===== config.mk =====
export PLATFORM = sky130hd
export DESIGN_NAME = alu_ctrl_seq
export DESIGN_NICKNAME = d
export VERILOG_FILES = /design/src/rtl/alu_ctrl_seq.sv
export SDC_FILE = /design/constraint.sdc
export NUM_CORES = 1
export LEC_CHECK = 0
export ABC_AREA = 1
export BUFFER_PORTS_ARGS = -buffer_cell sky130_fd_sc_hd__buf_4
export CORE_AREA = 2 2 39 41
export DETAILED_ROUTE_END_ITERATION = 8
export DIE_AREA = 0 0 41 43
export GPL_ROUTABILITY_DRIVEN = 0
export HOLD_SLACK_MARGIN = 0.06
export PLACE_DENSITY_LB_ADDON = 0.25
export SLEW_MARGIN = 20
export SYNTH_ARGS = -nofsm -noshare
export SYNTH_HDL_FRONTEND = slang
export SYNTH_SLANG_ARGS = --single-unit

===== constraint.sdc =====
create_clock -name clk -period 0.8 [get_ports clk]
set_input_delay 0.08 -clock clk [delete_from_list [all_inputs] [get_ports clk]]
set_output_delay 0.08 -clock clk [all_outputs]
set_load 0.01 [all_outputs]

===== src/rtl/alu_ctrl_seq.sv =====
// alu_ctrl_seq: registered ALU control decode with valid/ready and multi-cycle mul/div sequencing.
// Define MULDIV_EN to build the mult/div decode, the MD_BUSY FSM and the latency counter.
module alu_ctrl_seq #(
   parameter int unsigned MUL_LAT = 4,
   parameter int unsigned DIV_LAT = 16,
   parameter int unsigned CNT_W   = 5
) (
   input  logic       clk,
   input  logic       reset_n,
   input  logic       in_valid,
   output logic       in_ready,
   input  logic [2:0] op,
   input  logic [5:0] fun,
   input  logic       flush,
   output logic [3:0] alu_ctrl,
   output logic       out_valid,
   output logic       hilo_we,
   output logic       md_busy,
   output logic       illegal
);

   logic [3:0] dec_ctrl;
   logic       dec_illegal;
   logic       dec_md;
   logic       dec_div;
   logic [3:0] ctrl_q, ctrl_d;
   logic       valid_q, valid_d;
   logic       illegal_q, illegal_d;

   always_comb begin
      dec_ctrl    = 4'b0010;
      dec_illegal = 1'b0;
      dec_md      = 1'b0;
      dec_div     = 1'b0;
      case (op)
         3'b000: dec_ctrl = 4'b0010;
         3'b001: dec_ctrl = 4'b0011;
         3'b011: dec_ctrl = 4'b1010;
         3'b100: dec_ctrl = 4'b0000;
         3'b101: dec_ctrl = 4'b0001;
         3'b110: dec_ctrl = 4'b0100;
         3'b111: dec_ctrl = 4'b0101;
         3'b010: begin
            case (fun)
               6'b100000, 6'b100001: dec_ctrl = 4'b1010;
               6'b100010:            dec_ctrl = 4'b1011;
               6'b100011:            dec_ctrl = 4'b0011;
               6'b100100, 6'b010100: dec_ctrl = 4'b0000;
               6'b100101:            dec_ctrl = 4'b0001;
               6'b100111:            dec_ctrl = 4'b0111;
               6'b101010:            dec_ctrl = 4'b0100;
               6'b101011:            dec_ctrl = 4'b0101;
`ifdef MULDIV_EN
               6'b011000: begin dec_ctrl = 4'b1110; dec_md = 1'b1; end
               6'b011001: begin dec_ctrl = 4'b1100; dec_md = 1'b1; end
               6'b011010: begin dec_ctrl = 4'b1111; dec_md = 1'b1; dec_div = 1'b1; end
               6'b011011: begin dec_ctrl = 4'b1101; dec_md = 1'b1; dec_div = 1'b1; end
`endif
               default:              dec_illegal = 1'b1;
            endcase
         end
         default: dec_ctrl = 4'b0010;
      endcase
   end

   always_ff @(posedge clk) begin
      if (!reset_n) begin
         ctrl_q    <= 4'b0010;
         valid_q   <= 1'b0;
         illegal_q <= 1'b0;
      end else begin
         ctrl_q    <= ctrl_d;
         valid_q   <= valid_d;
         illegal_q <= illegal_d;
      end
   end

   assign alu_ctrl  = ctrl_q;
   assign out_valid = valid_q;
   assign illegal   = illegal_q;

`ifdef MULDIV_EN
   typedef enum logic {StIdle, StMdBusy} state_e;

   localparam logic [CNT_W-1:0] MulLat = CNT_W'(MUL_LAT);
   localparam logic [CNT_W-1:0] DivLat = CNT_W'(DIV_LAT);
   localparam logic [CNT_W-1:0] CntOne = CNT_W'(1);

   state_e           state_q, state_d;
   logic [CNT_W-1:0] cnt_q, cnt_d;
   logic [CNT_W-1:0] lat;
   logic             hilo_q, hilo_d;

   assign lat = dec_div ? DivLat : MulLat;

   always_ff @(posedge clk) begin
      if (!reset_n) begin
         state_q <= StIdle;
         cnt_q   <= '0;
         hilo_q  <= 1'b0;
      end else begin
         state_q <= state_d;
         cnt_q   <= cnt_d;
         hilo_q  <= hilo_d;
      end
   end

   always_comb begin
      state_d   = state_q;
      cnt_d     = cnt_q;
      ctrl_d    = ctrl_q;
      valid_d   = 1'b0;
      hilo_d    = 1'b0;
      illegal_d = 1'b0;
      // A squash wins over both a new request and a completing mul/div.
      if (flush) begin
         state_d = StIdle;
         cnt_d   = '0;
      end else begin
         unique case (state_q)
            StIdle: begin
               if (in_valid) begin
                  ctrl_d = dec_ctrl;
                  if (!dec_md) begin
                     valid_d   = 1'b1;
                     illegal_d = dec_illegal;
                  end else if (lat == CntOne) begin
                     valid_d = 1'b1;
                     hilo_d  = 1'b1;
                  end else begin
                     state_d = StMdBusy;
                     cnt_d   = lat - CntOne;
                  end
               end
            end
            StMdBusy: begin
               if (cnt_q == CntOne) begin
                  state_d = StIdle;
                  cnt_d   = '0;
                  valid_d = 1'b1;
                  hilo_d  = 1'b1;
               end else begin
                  cnt_d = cnt_q - CntOne;
               end
            end
         endcase
      end
   end

   assign in_ready = (state_q == StIdle);
   assign md_busy  = (state_q == StMdBusy);
   assign hilo_we  = hilo_q;
`else
   logic unused_cfg;
   assign unused_cfg = ^{MUL_LAT, DIV_LAT, CNT_W, dec_md, dec_div};

   always_comb begin
      ctrl_d    = ctrl_q;
      valid_d   = 1'b0;
      illegal_d = 1'b0;
      if (in_valid && !flush) begin
         ctrl_d    = dec_ctrl;
         valid_d   = 1'b1;
         illegal_d = dec_illegal;
      end
   end

   assign in_ready = 1'b1;
   assign md_busy  = 1'b0;
   assign hilo_we  = 1'b0;
`endif

endmodule

==> results.toml <==
[global_routing]
grt_usage_pct = 12.1
grt_antenna_before_repair = 0
grt-ovfl-total = 0
grt_pass1_wl_mm = 1.45
grt_pass1_vias = 381
grt_max_degree = 9

[cts]
cts.sinks = 6
clk_pin_slew_ns = 0.04
insertion_delay_ns = 0.24
cts_buffers = 3
cts_tree = "built"
cts_hold_buf = 0
ctsHtreeMaxLevel = 1
cts_buffer_depth = 2
cts_setup_buffers = 0
clockRootBuffer = "clkbuf_4"

[drt]
wl_per_cell_um = 8.06
finalWirelength_um = 887
antenna_left = 0
first_iter_violations = 3
drc_errors = 0
drt-pass1-iter-count = 4
vias = 475
viasPerCell = 4.32

[finish]
final_cell_mix = "buf_4, nand2_1, nand3_1, inv_1, nor2_1"
final_common_cell = "buf_4"
fin_nets = 109
stdcell_count = 110
n_antenna_cell = 0
stdcell_area_um2 = 621
utilization_pct = 44.8
area_growth_pct = 52.1
drive_above_1_share_pct = 39.4

[worst_setup_path]
path_class = "flip-flop to primary output"
cp.buffers_inverters = 1
crit_family = "flip-flops"
worstPathCellList = "buf_4"
cp_max_fo = 2
crit_path_start_kind = "flip-flop"
required_ns = 0.72
critPathSlowestCell = "dfxtp_2"
crit_arrival_ns = 0.69
critPathMaxStageDelay_ns = 0.31
end_kind = "primary output"
rrSetupSlack_ns = 0.19

[floorplan]
dieArea_um2 = 1760
start_util_pct = 29.5
rows = 14
chipWidth_um = 41
io_pins = 22
core_area_um2 = 1380
fp.dieH_um = 43

[yosys]
synth_warnings = 0
synthMuxAreaShare_pct = 0
yosys.area_share.simple_pct = 44.5
ys_ff_latch = 6
synth-compound-area-share_pct = 9.51
synth-xor-area-share_pct = 0
seq_area_frac_synth_pct = 29.4
mappedNetlistArea_um2 = 408
synth_area_leaders = "dfxtp_1, nand2_1, nand3_1, inv_1, nor2_1"
yosys.area.top_type_share_pct = 29.4
yosys.area_share.adder_pct = 0
synth_cells = 69
synth_cell_types = 16
yosys.area.top_type = "dfxtp_1"
synth_top_family_by_area = "simple AND/OR/NAND/NOR gates"
syn_avg_cell_area_um2 = 5.91

[timing]
rsz0062_at_grt = "no"
final.setup.tns_ns = 0
finalMaxSlewViolations = 0
holdWs_ns = 0.113
setup_viol = 0
hold_violations = 0
fmax_mhz = 1310
clock_skew_ns = 0
timing.final.crit_share_pct = 95.7
min_period_ns = 0.766

[placed_design]
dp.cells = 107
place_area_um2 = 589
io_buffers = 18
dp.final_hpwl_um = 719

[power]
p_leak_nw = 0.336
power_density_nw_per_um2 = 1240
ir_worst_vdd_uv = 732

[run]
drv_cap = 0

[outcome]
status = "finished, final reports clean"

[hold_path]
min_path_type = "input port to flip-flop"
where the power goes:
group / switching [mW] / leakage [nW] / internal [mW]
combinational: 0.0940 / 0.272 / 0.0957
clock: 0.0961 / 0.0138 / 0.169
sequential: 0.00482 / 0.0500 / 0.312
Yosys cell counts:
master,number
nand2_1,19
nor2_2,2
nor2_1,8
nor3_1,1
o21ai_0,1
dfxtp_1,6
nand3_1,9
nand4_1,1
buf_4,3
conb_1,2
inv_1,8
inv_2,2
o21ai_1,1
a21oi_1,4
a21oi_2,1
nor2_4,1
area by class of cell:
cell class,count,area [µm²]
repair buffers,24,184
fillers,157,763
multi-input cells,51,231
well taps,16,20.0
inverters,10,37.5
clock buffers,3,22.5
flip-flops and latches,6,125
flip-flops by register name (all words and copies together), names as in the netlist:
| register | cells |
|---|---|
| alu_ctrl | 4 |
| illegal | 1 |
| out_valid | 1 |
path summary, 6_finish.rpt:
check                           startpoint                        to  cells past startpoint
setup reg to reg  alu_ctrl[1]$_SDFFE_PN1P_  alu_ctrl[1]$_SDFFE_PN1P_                      2
hold reg to reg   alu_ctrl[1]$_SDFFE_PN1P_  alu_ctrl[1]$_SDFFE_PN1P_                      2
setup / recovery  alu_ctrl[2]$_SDFFE_PN0P_               alu_ctrl[2]                      1
hold / removal                       flush  alu_ctrl[0]$_SDFFE_PN0P_                      4
tightest hold or removal path, delay by kind of cell:
kind	cells	cell delay, ns
simple gates	2	0.10
compound gates	1	0.05
buf+inv	1	0.08
cell families after synthesis:
kind of cell	count (synthesis)
other cells	2
compound gates	7
buf+inv	13
flops	6
simple gates	41
through the flow:
step                worst slack (ns)  power (mW)
CTS                           0.0201       0.781
global route                 0.00254       0.842
detailed placement            -0.130       0.510
global placement              -0.142       0.508
finish                        0.0340       0.772
floorplan                     0.0628       0.415
layer usage:
metal	vias up	share of wire (%)	GRT usage, %
met4	0	0	4.00
li1	259	-	-
met1	198	45	15.1
met3	0	7.3	6.28
met2	18	48	17.5
met5	-	0	0
what timing repair did:
item | CTS | global route
hold endpoints to repair | 0 | 0
setup endpoints to repair | 0 | 4
resized for setup | 0 | 5
(Power assumes the default switching activity.)
